$ cat config.mk
export PLATFORM = sky130hd
export DESIGN_NAME = sp_bram_arbiter
export DESIGN_NICKNAME = d
export VERILOG_FILES = /design/src/rtl/sp_bram_arbiter.sv
export SDC_FILE = /design/constraint.sdc
export NUM_CORES = 1
export LEC_CHECK = 0
export BUFFER_PORTS_ARGS = -buffer_cell sky130_fd_sc_hd__buf_2
export CORE_AREA = 2 2 208 210
export CTS_CLUSTER_SIZE = 28
export DETAILED_ROUTE_END_ITERATION = 12
export DIE_AREA = 0 0 210 212
export PLACE_DENSITY_LB_ADDON = 0.15
export RECOVER_POWER = 100
export SYNTH_ARGS = -nofsm -noshare
export SYNTH_HDL_FRONTEND = slang
export SYNTH_SLANG_ARGS = --single-unit
$ cat constraint.sdc
create_clock -name clk -period 8.01 [get_ports clk]
set_input_delay 1.602 -clock clk [delete_from_list [all_inputs] [get_ports clk]]
set_output_delay 1.602 -clock clk [all_outputs]
set_load 0.05 [all_outputs]
$ cat src/rtl/sp_bram_arbiter.sv
// Single-port BRAM arbiter: three requesters, round-robin with bounded bursts,
// a priority lock for requester 0, and read-return tagging across the RAM read latency.
`timescale 1ns/1ps
module sp_bram_arbiter #(
  parameter int AW        = 32,
  parameter int DW        = 64,
  parameter int MAX_BURST = 8,
  parameter int RD_LAT    = 1
) (
  input  logic              clk,
  input  logic              rst_n,
  input  logic [2:0]        req,
  input  logic [2:0]        wen,
  input  logic [3*AW-1:0]   addr,
  input  logic [3*DW-1:0]   wdata,
  input  logic              prio_lock,
  output logic [2:0]        gnt,
  output logic [2:0]        rvalid,
  output logic [DW-1:0]     rdata,
  output logic              bram_en,
  output logic              bram_wen,
  output logic [AW-1:0]     bram_addr,
  output logic [DW-1:0]     bram_wdata,
  input  logic [DW-1:0]     bram_rdata,
  output logic              busy
);

  localparam int CW = $clog2(MAX_BURST + 1);

  logic [1:0]    ptr;
  logic [1:0]    owner;
  logic          owner_valid;
  logic [CW-1:0] beat_cnt;

  logic [1:0]    win;
  logic          win_valid;
  logic          cont_win;
  logic [1:0]    rr1, rr2;
  logic          sel_wen;

  logic [RD_LAT-1:0]       pv;
  logic [RD_LAT-1:0][1:0]  pid;
  logic [RD_LAT:0]         pv_sh;
  logic [RD_LAT:0][1:0]    pid_sh;

  assign rr1 = (ptr == 2'd2) ? 2'd0 : ptr + 2'd1;
  assign rr2 = (ptr == 2'd0) ? 2'd2 : ptr - 2'd1;

  // Lock winner is handled as a fresh winner, which keeps beat_cnt pinned at 1.
  always_comb begin
    win       = '0;
    win_valid = 1'b0;
    cont_win  = 1'b0;
    if (prio_lock && req[0]) begin
      win       = 2'd0;
      win_valid = 1'b1;
    end else if (owner_valid && req[owner] && (beat_cnt < CW'(MAX_BURST))) begin
      win       = owner;
      win_valid = 1'b1;
      cont_win  = 1'b1;
    end else if (req[ptr]) begin
      win       = ptr;
      win_valid = 1'b1;
    end else if (req[rr1]) begin
      win       = rr1;
      win_valid = 1'b1;
    end else if (req[rr2]) begin
      win       = rr2;
      win_valid = 1'b1;
    end
    if (!rst_n) begin
      win_valid = 1'b0;
      cont_win  = 1'b0;
    end
  end

  always_comb begin
    bram_addr  = '0;
    bram_wdata = '0;
    sel_wen    = 1'b0;
    if (win_valid) begin
      case (win)
        2'd0: begin
          bram_addr  = addr[AW-1:0];
          bram_wdata = wdata[DW-1:0];
          sel_wen    = wen[0];
        end
        2'd1: begin
          bram_addr  = addr[2*AW-1:AW];
          bram_wdata = wdata[2*DW-1:DW];
          sel_wen    = wen[1];
        end
        default: begin
          bram_addr  = addr[3*AW-1:2*AW];
          bram_wdata = wdata[3*DW-1:2*DW];
          sel_wen    = wen[2];
        end
      endcase
    end
  end

  assign gnt      = win_valid ? (3'b001 << win) : 3'b000;
  assign bram_en  = win_valid;
  assign bram_wen = win_valid & sel_wen;

  always_ff @(posedge clk or negedge rst_n) begin
    if (!rst_n) begin
      ptr         <= '0;
      owner       <= '0;
      owner_valid <= 1'b0;
      beat_cnt    <= '0;
    end else if (win_valid) begin
      if (cont_win) begin
        beat_cnt <= beat_cnt + CW'(1);
      end else begin
        owner       <= win;
        owner_valid <= 1'b1;
        beat_cnt    <= CW'(1);
        ptr         <= (win == 2'd2) ? 2'd0 : win + 2'd1;
      end
    end else begin
      owner_valid <= 1'b0;
    end
  end

  // Shift through a widened vector so RD_LAT=1 needs no special case.
  assign pv_sh  = {pv, win_valid & ~sel_wen};
  assign pid_sh = {pid, win};

  always_ff @(posedge clk or negedge rst_n) begin
    if (!rst_n) begin
      pv  <= '0;
      pid <= '0;
    end else begin
      pv  <= pv_sh[RD_LAT-1:0];
      pid <= pid_sh[RD_LAT-1:0];
    end
  end

  assign rvalid = pv[RD_LAT-1] ? (3'b001 << pid[RD_LAT-1]) : 3'b000;
  assign rdata  = bram_rdata;
  assign busy   = win_valid | (|pv);

endmodule

==> summary.txt, run 1 <==
Min path
  – Min-Delay Path Depth: 2
  – Min-delay src: beat_cnt[2]$_DFFE_PN0P_
  – Hold Path Class: reg -> reg
  – Min-Delay Endpoint: beat_cnt[2]$_DFFE_PN0P_

Clock tree
  – Clock-pin slew on the worst setup and hold paths: 0.04 ns
  – CTS Buffer Depth: 2
  – Clock latency on the worst-skew pair: 0.24 ns
  – # Post-CTS Setup Buffers: 0
  – CTS Hold Bufs: 0
  – CTS tree: yes
  – Clk root buf: clkbuf_16
  – Cts bufs inserted: 3
  – Num Clock Sinks: 12
  – CTS H-Tree Depth: 1
  – Post-CTS Resized: 0

STA
  – Final Critical Period: 6.60 ns
  – TNS Setup: 0 ns
  – Worst hold slack: 0.534 ns
  – Fmax achieved: 151 MHz
  – Worst-Margin Slew: 1.33 ns
  – Final setup fails: 0
  – Max Slew Vio Count: 0
  – Worst slew margin: 11.5%
  – RSZ-0062 raised after global routing: no
  – Final Skew: 0.00185 ns
  – Final period utilization: 82.4%
  – Final hold violation count: 0

Worst setup path
  – Cell breakdown of the critical path: clkbuf_1 -> nor3_1 -> a21oi_1 -> and3_1 -> o21a_4 -> clkbuf_1 -> nand3_1 -> a31oi_1 -> clkbuf_1
  – R2R cell count: 7
  – Crit end category: output port
  – CP Class: in -> out
  – CP Buf/Inv Count: 3
  – Worst reg2reg setup slack: 4.67 ns
  – R2r endpoint: owner[0]$_DFFE_PN0P_
  – CP max-delay cell: clkbuf_1
  – WP data required: 6.41 ns
  – Crit-path max FO: 30
  – Startpoint types: input pin
  – Crit-path max cell delay: 1.02 ns
  – Most frequent CP cell: clkbuf_1
  – Reg2Reg Launch Point: ptr[1]$_DFFE_PN0P_
  – Critical path's top delay family: buffers and inverters
  – CP arrival: 5.00 ns

Global routing
  – All-Layer GR Usage: 11.4%
  – Total congestion overflow: 0
  – First-pass GRT wire length: 39.6 mm
  – GRT met1 Usage: 13.1%
  – Most used routing layer: met2
  – Met2 Use GR: 21.0%
  – GRT met3 Usage: 2.61%
  – Largest net degree at the start of global routing: 60
  – Vias in the first global route: 6372
  – Initial antenna violation count: 3

Placed design
  – Port bufs: 401
  – Hpwl dp: 21.0 mm
  – RePlAce Congestion: 0.772
  – Post-placement cell area: 5990 µm²

Finish
  – Post-route cell area: 5940 µm²
  – Layout cells sized above 1: 36.6%
  – Most frequent cells in the layout: 304 x buf_2, 103 x nand3_1, 101 x nand2_1, 100 x a31oi_1, 98 x clkbuf_1
  – Nets: 1267
  – P&R area growth vs syn: 49.2%
  – Commonest non-fill, non-tap cell in the layout: buf_2

Drt
  – Via count: 6421
  – Post-route ant nets: 0
  – Drt pass-1 iters: 5
  – Residual DRC: 0
  – Number of DRC markers in iteration 0: 373
  – Drt total wl: 27.9 mm
  – Routed WL per cell: 19.2 µm
  – Drt via density: 4.43

Logic synthesis
  – Primary FF master, synth: dfrtp_1
  – Dominant cell type by area after synthesis: a32oi_1
  – Seq/Total Area, Yosys: 7.55%
  – Distinct cells, synth: 41
  – YS warnings: 0
  – Post-synth top area share: 21.1%
  – Post-Syn Instances: 625
  – Largest cells by area after synthesis: a32oi_1 21%, a31oi_1 16%, nand3_1 13%
  – Asr flop ratio synth: 100%
  – Mapped cell area: 3980 µm²
  – Syn nets: 990
  – Post-synth EDFFs: 0
  – Yosys reg bits: 12
  – Post-Syn Area per Cell: 6.36 µm²

Power and ir drop
  – PD cells: 435 nW/µm²
  – Sw Pwr: 1860 µW
  – Internal: 719 µW
  – Max rail drop VDD: 148 µV
  – Reg power frac: 4.2%
  – Static Leak: 0.00232 µW
  – Comb pwr share: 91.8%
  – Clock power share: 4.0%
  – Switching Share: 72.2%

Floorplan
  – Chip width: 210 µm
  – Die H: 212 µm
  – Die ar.: 44500 µm²
  – # IOs: 530
  – Standard-cell rows: 76
  – Initial Util: 9.36%
  – Core area: 42500 µm²

Outcome
  – Outcome: finished, final reports clean

Flow run
  – Max Cap Viol: 0
## power groups by stage
stage / clock network, µW / logic, µW / registers (µW)
2_1_floorplan: 0 / 1900 / 99.2
3_3_place_gp: 0 / 2490 / 110
3_5_place_dp: 0 / 2450 / 109
4_1_cts: 106 / 2460 / 108
5_1_grt: 109 / 2530 / 113
6_report: 102 / 2370 / 109
## layout make-up
| class | count | area, µm² |
|---|---|---|
| flip-flops and latches | 12 | 300 |
| fillers | 5054 | 36600 |
| multi-input cells | 464 | 2850 |
| inverters | 9 | 33.8 |
| diodes | 2 | 5.00 |
| repair buffers | 412 | 1970 |
| well taps | 546 | 683 |
| clock buffers | 4 | 88.8 |
## cells in the mapped netlist, types with 4 or more instances
cell / number
nand2b_1: 5
a21oi_1: 4
clkbuf_1: 42
ha_1: 4
nor3_1: 4
buf_4: 66
nand2_1: 102
buf_2: 28
a32oi_1: 96
nand3_1: 103
a31oi_1: 100
inv_1: 9
o21ai_0: 5
mux2_2: 4
nor2_1: 7
dfrtp_1: 12
## flip-flops by register name, summed over array words and instances, names as in the netlist
register / flops
beat_cnt: 4
owner: 2
owner_valid: 1
pid: 2
ptr: 2
pv: 1
## kinds of logic (layout without fill, tap and decap cells)
group,Yosys count,count (layout),synth area share [%]
AO/OA/AOI/OAI,216,216,40.2
adder cells (fa/ha/maj),4,4,1.26
other,0,2,0
multiplexers,6,6,1.64
AND/OR/NAND/NOR,238,238,27.8
flip-flops,12,12,7.55
buffers and inverters,149,425,21.5
## layer usage
layer / vias up / routed length, µm
met5: - / 0
met4: 0 / 955
met3: 54 / 2080
met2: 353 / 13800
met1: 3075 / 11100
li1: 2939 / -
## worst max-delay path by stage
stage	start	end	depth (start not counted)
2_1_floorplan	req[0]	gnt[2]	6
3_3_place_gp	req[0]	bram_wdata[4]	7
3_5_place_dp	req[0]	bram_wdata[4]	7
4_1_cts	req[0]	bram_wdata[4]	7
5_1_grt	req[0]	bram_wdata[27]	9
6_report	req[0]	bram_wdata[33]	9
## through the flow
step / util, % / total power [µW] / instances / setup slack, ns
5_1_grt: 14.0 / 2750 / 1448 / 1.09
2_1_floorplan: - / 2000 / 625 / 2.72
4_1_cts: 14.3 / 2680 / 1447 / 2.11
6_report: 14.0 / 2580 / 1449 / 1.41
3_5_place_dp: 14.1 / 2560 / 1443 / 2.12
3_3_place_gp: 14.1 / 2600 / 1443 / 2.08
## worst min-delay path: stages (launching register included)
cell	delay, ns
dfrtp_1	0.36
o21ai_0	0.09
nand2_1	0.06
Power figures use the tool's default switching activity.
==> inputs of run 2 (changes only) <==
Clock period 8.01 ns to 6.7 ns, I/O delays scaled along.
==> summary.txt, run 2 (synthesized netlist as in run 1, its figures left out) <==
STA
  – RSZ-0062 raised after global routing: no (unchanged)
  – TNS Setup: 0 ns (unchanged)
  – Final Skew: 0.00304 ns (was 0.00185 ns)
  – Max Slew Vio Count: 0 (unchanged)
  – Worst-Margin Slew: 1.07 ns (was 1.33 ns)
  – Final setup fails: 0 (unchanged)
  – Final hold violation count: 0 (unchanged)
  – Fmax achieved: 173 MHz
  – Final period utilization: 86.4%
  – Final Critical Period: 5.79 ns
  – Worst slew margin: 29.0% (was 11.5%)

Placed design
  – RePlAce Congestion: 0.734 (was 0.772)
  – Post-placement cell area: 6100 µm² (was 5990 µm²)
  – Hpwl dp: 21.0 mm (about the same)
  – Port bufs: 401 (unchanged)

Worst setup path
  – Crit-path max FO: 30 (unchanged)
  – CP arrival: 4.45 ns (was 5.00 ns)
  – Crit end category: output port (unchanged)
  – Worst reg2reg setup slack: 3.43 ns (was 4.67 ns)
  – R2R cell count: 9 (was 7)
  – Reg2Reg Launch Point: ptr[1]$_DFFE_PN0P_ (unchanged)
  – R2r endpoint: pv$_DFF_PN0_ (was owner[0]$_DFFE_PN0P_)
  – CP Class: in -> out (unchanged)
  – Startpoint types: input pin (unchanged)
  – WP data required: 5.36 ns (was 6.41 ns)

Clock tree
  – Clock-pin slew on the worst setup and hold paths: 0.04 ns (about the same)
  – Clk root buf: clkbuf_16 (unchanged)
  – CTS tree: yes (unchanged)
  – CTS H-Tree Depth: 1 (unchanged)
  – # Post-CTS Setup Buffers: 0 (unchanged)
  – Clock latency on the worst-skew pair: 0.24 ns (about the same)
  – CTS Buffer Depth: 2 (unchanged)
  – Num Clock Sinks: 12 (unchanged)
  – Post-CTS Resized: 0 (unchanged)
  – CTS Hold Bufs: 0 (unchanged)
  – Cts bufs inserted: 3 (unchanged)

Power and ir drop
  – Max rail drop VDD: 280 µV (was 148 µV)
  – Static Leak: 0.00233 µW (was 0.00232 µW)
  – PD cells: 518 nW/µm² (was 435 nW/µm²)

Min path
  – Min-Delay Endpoint: beat_cnt[1]$_DFFE_PN0P_ (was beat_cnt[2]$_DFFE_PN0P_)
  – Hold Path Class: reg -> reg (unchanged)
  – Min-Delay Path Depth: 1 (was 2)
  – Min-delay src: beat_cnt[1]$_DFFE_PN0P_ (was beat_cnt[2]$_DFFE_PN0P_)

Global routing
  – All-Layer GR Usage: 11.5% (was 11.4%)
  – GRT met1 Usage: 13.5% (was 13.1%)
  – Initial antenna violation count: 5 (was 3)
  – First-pass GRT wire length: 39.5 mm (was 39.6 mm)
  – Largest net degree at the start of global routing: 58 (was 60)
  – GRT met3 Usage: 2.63% (was 2.61%)
  – Most used routing layer: met2 (unchanged)
  – Met2 Use GR: 20.8% (was 21.0%)
  – Total congestion overflow: 0 (unchanged)
  – Vias in the first global route: 6427 (was 6372)

Finish
  – P&R area growth vs syn: 51.7% (was 49.2%)
  – Largest Register: beat_cnt (unchanged)
  – Layout cells sized above 1: 36.0% (was 36.6%)
  – Nets: 1272 (was 1267)
  – Max reg flops: 4 (unchanged)
  – Most frequent cells in the layout: 295 x buf_2, 106 x clkbuf_1, 103 x nand3_1, 101 x nand2_1, 100 x a31oi_1 (was 304 x buf_2, 103 x nand3_1, 101 x nand2_1, 100 x a31oi_1, 98 x clkbuf_1)
  – Post-route cell area: 6030 µm² (was 5940 µm²)
  – Commonest non-fill, non-tap cell in the layout: buf_2 (unchanged)

Floorplan
  – # IOs: 530 (unchanged)
  – Chip width: 210 µm (unchanged)
  – Die ar.: 44500 µm² (unchanged)
  – Die H: 212 µm (unchanged)
  – Initial Util: 9.36% (unchanged)
  – Standard-cell rows: 76 (unchanged)
  – Core area: 42500 µm² (unchanged)

Drt
  – Drt via density: 4.40 (was 4.43)
  – Post-route ant nets: 0 (unchanged)
  – Via count: 6394 (was 6421)
  – Number of DRC markers in iteration 0: 356 (was 373)
  – Residual DRC: 0 (unchanged)
  – Drt total wl: 27.6 mm (was 27.9 mm)
  – Drt pass-1 iters: 5 (unchanged)
  – Routed WL per cell: 19.0 µm (was 19.2 µm)

Outcome
  – Outcome: finished, final reports clean (unchanged)

Flow run
  – Max Cap Viol: 0 (unchanged)
run 2: changes by cell type in the layout (fill, tap and decap cells not counted), moves of 2 or more:
cell	change
o21ai_0	+2
buf_12	+6
clkbuf_1	+8
clkbuf_2	-2
buf_2	-9
buf_4	+2
run 2: worst max path at each step:
| stage | startpoint | to | slack (ns) | cells past startpoint |
|---|---|---|---|---|
| final | req[0] | bram_wdata[11] | 0.91 | 8 |
| after global placement | req[0] | bram_wdata[4] | 1.53 | 9 |
| after detailed placement | req[0] | bram_wdata[4] | 1.58 | 9 |
| after global routing | req[0] | bram_wdata[9] | 0.77 | 8 |
| after floorplan | req[0] | gnt[2] | 1.93 | 6 |
| after CTS | req[0] | bram_wdata[4] | 1.57 | 9 |
run 2: final cells by class:
cell class,instances,area [µm²]
antenna,2,5.00
fill,5016,36500
clock buffer,3,75.1
multi-input combinational,464,2850
sequential,12,300
timing repair buffer,417,2080
inverter,9,33.8
tap,546,683
run 2: worst max-delay path, stage by stage:
cell and delay [ns]:
clkbuf_1 0.23, mux2_2 0.33, a31oi_1 0.30, and4_1 0.95
buf_12 0.28, a32oi_1 0.07, a31oi_1 0.37, clkbuf_1 0.52
run 2: power breakdown:
group | switching (µW) | internal [µW]
combinational | 2170 | 718
sequential | 30.3 | 98.9
clock | 30.1 | 77.7
run 2: through the flow:
step	worst slack, ns	hold WS, ns	util (%)	power, µW	cells
global route	0.769	0.545	14.2	3340	1452
finish	0.909	0.529	14.2	3130	1453
detailed placement	1.58	0.522	14.3	3130	1448
CTS	1.57	0.535	14.5	3250	1451
floorplan	1.93	0.478	-	2390	625
global placement	1.53	0.513	14.3	3150	1448
run 2: routing by layer:
metal / wire length [µm] / vias to the layer above / part of all wire [%]
li1: - / 2951 / -
met1: 11200 / 3042 / 41
met3: 2170 / 46 / 7.8
met4: 655 / 2 / 2.4
met5: 10 / - / 0.036
met2: 13600 / 353 / 49
==> inputs of run 3 (changes only) <==
Settings changed: BUFFER_PORTS_ARGS -buffer_cell sky130_fd_sc_hd__buf_2 to -buffer_cell sky130_fd_sc_hd__buf_4.
==> summary.txt, run 3 (synthesized netlist as in run 1, its figures left out) <==
Finish
  – Layout cells sized above 1: 36.3% (was 36.0%)
  – Post-route cell area: 6780 µm² (was 6030 µm²)
  – Commonest non-fill, non-tap cell in the layout: buf_4 (was buf_2)
  – Most frequent cells in the layout: 308 x buf_4, 106 x clkbuf_1, 103 x nand3_1, 101 x nand2_1, 100 x a31oi_1 (was 295 x buf_2, 106 x clkbuf_1, 103 x nand3_1, 101 x nand2_1, 100 x a31oi_1)
  – Max reg flops: 4 (unchanged)
  – Fillers: 5017 (was 5016)
  – Largest Register: beat_cnt (unchanged)
  – P&R area growth vs syn: 70.5% (was 51.7%)
  – Nets: 1274 (was 1272)

Worst setup path
  – Crit-path max FO: 53 (was 30)
  – Startpoint types: input pin (unchanged)
  – WP data required: 5.36 ns (about the same)
  – CP arrival: 4.45 ns (about the same)
  – CP Class: in -> out (unchanged)
  – Crit end category: output port (unchanged)

Clock tree
  – Clk root buf: clkbuf_16 (unchanged)
  – Clock-pin slew on the worst setup and hold paths: 0.04 ns (about the same)
  – Num Clock Sinks: 12 (unchanged)
  – Cts bufs inserted: 3 (unchanged)
  – CTS Buffer Depth: 2 (unchanged)
  – Clock latency on the worst-skew pair: 0.24 ns (about the same)
  – # Post-CTS Setup Buffers: 0 (unchanged)
  – CTS H-Tree Depth: 1 (unchanged)
  – CTS Hold Bufs: 0 (unchanged)
  – CTS tree: yes (unchanged)
  – Post-CTS Resized: 0 (unchanged)

Floorplan
  – Initial Util: 9.36% (unchanged)
  – Core area: 42500 µm² (unchanged)
  – Die H: 212 µm (unchanged)
  – Chip width: 210 µm (unchanged)
  – # IOs: 530 (unchanged)
  – Die ar.: 44500 µm² (unchanged)
  – Standard-cell rows: 76 (unchanged)

STA
  – Final Skew: 0.00123 ns (was 0.00304 ns)
  – Final Critical Period: 5.79 ns (about the same)
  – Max Slew Vio Count: 0 (unchanged)
  – Final setup fails: 0 (unchanged)
  – Fmax achieved: 173 MHz (about the same)
  – Final hold violation count: 0 (unchanged)
  – RSZ-0062 raised after global routing: no (unchanged)
  – Final period utilization: 86.4% (about the same)
  – Final worst slack: 0.914 ns (was 0.909 ns)
  – Worst slew margin: 40.5% (was 29.0%)
  – TNS Setup: 0 ns (unchanged)
  – Worst-Margin Slew: 0.889 ns (was 1.07 ns)

Global routing
  – All-Layer GR Usage: 11.9% (was 11.5%)
  – Total congestion overflow: 0 (unchanged)
  – Largest net degree at the start of global routing: 62 (was 58)
  – Vias in the first global route: 6371 (was 6427)
  – Initial antenna violation count: 3 (was 5)
  – First-pass GRT wire length: 41.2 mm (was 39.5 mm)

Min path
  – Hold Path Class: reg -> reg (unchanged)

Drt
  – Residual DRC: 0 (unchanged)
  – Drt pass-1 iters: 5 (unchanged)
  – Routed WL per cell: 19.8 µm (was 19.0 µm)
  – Post-route ant nets: 0 (unchanged)
  – Drt via density: 4.42 (was 4.40)
  – Drt total wl: 28.9 mm (was 27.6 mm)
  – Number of DRC markers in iteration 0: 349 (was 356)
  – Via count: 6434 (was 6394)

Placed design
  – Port bufs: 401 (unchanged)
  – Hpwl dp: 21.9 mm (was 21.0 mm)
  – Post-placement cell area: 7090 µm² (was 6100 µm²)
  – RePlAce Congestion: 0.728 (was 0.734)
  – Place WS: 1.35 ns (was 1.58 ns)

Power and ir drop
  – Static Leak: 0.00260 µW (was 0.00233 µW)
  – PD cells: 476 nW/µm² (was 518 nW/µm²)
  – Pwr Total: 3230 µW (was 3130 µW)
  – Max rail drop VDD: 137 µV (was 280 µV)

Flow run
  – Max Cap Viol: 0 (unchanged)

Outcome
  – Outcome: finished, final reports clean (unchanged)
==> run 3: cell count changes in the layout (fill, tap and decap cells not counted) <==
cell,delta
diode_2,-1
buf_12,-2
clkbuf_8,+1
buf_4,+299
and4_4,+1
o21ai_4,+1
and4_1,-1
o21ai_1,+1
nor2_1,+1
nor2_2,-1
o21ai_0,-2
buf_2,-295
==> run 3: metal layers <==
layer  track usage (%)  part of all wire (%)  up-vias
li1                  -                     -     2957
met1              14.4                    41     3055
met2              21.5                    49      369
met3              2.67                   7.5       53
met4              2.84                   2.7        0
met5                 0                     0        -
==> run 3: critical path, stage by stage <==
cell	delay (ns)
clkbuf_1	0.34
mux2i_1	0.20
a31oi_1	0.17
nand3_1	0.16
nand3_4	0.58
buf_4	0.61
a32oi_1	0.18
a31oi_1	0.23
clkbuf_1	0.49
==> run 3: final cells by class <==
cell class,instances,area [µm²],area share (%)
Antenna cell,1,2.50,0.0369
Multi-Input combinational cell,464,2860,42.2
Sequential cell,12,300,4.43
Tap cell,546,683,10.1
Clock buffer,4,88.8,1.31
Inverter,9,33.8,0.498
Timing Repair Buffer,419,2810,41.4
==> run 3: report_power, final <==
group	internal [µW]	leakage (µW)	total (µW)	switching, µW
clock	90.0	0.0000442	121	31.0
sequential	98.9	0.000152	130	30.6
combinational	786	0.00240	2980	2190
total	975	0.00260	3230	2260
==> run 3: metrics by stage <==
stage	instances	hold slack [ns]	utilization, %
2_1_floorplan	625	0.478	-
5_1_grt	1455	0.574	16.0
3_3_place_gp	1450	0.527	16.7
4_1_cts	1454	0.533	16.9
3_5_place_dp	1450	0.517	16.7
6_report	1455	0.528	16.0
==> run 3: path summary, 6_finish.rpt <==
kind,startpoint,endpoint,slack (ns),depth (start not counted)
hold / removal,beat_cnt[1]$_DFFE_PN0P_,beat_cnt[1]$_DFFE_PN0P_,0.53,1
max in group asynchronous,rst_n,beat_cnt[0]$_DFFE_PN0P_,5.05,1
hold reg to reg,beat_cnt[1]$_DFFE_PN0P_,beat_cnt[1]$_DFFE_PN0P_,0.53,1
setup reg to reg,ptr[0]$_DFFE_PN0P_,ptr[1]$_DFFE_PN0P_,3.61,9
min in group asynchronous,rst_n,beat_cnt[1]$_DFFE_PN0P_,1.16,1
setup / recovery,req[0],bram_wdata[16],0.91,9
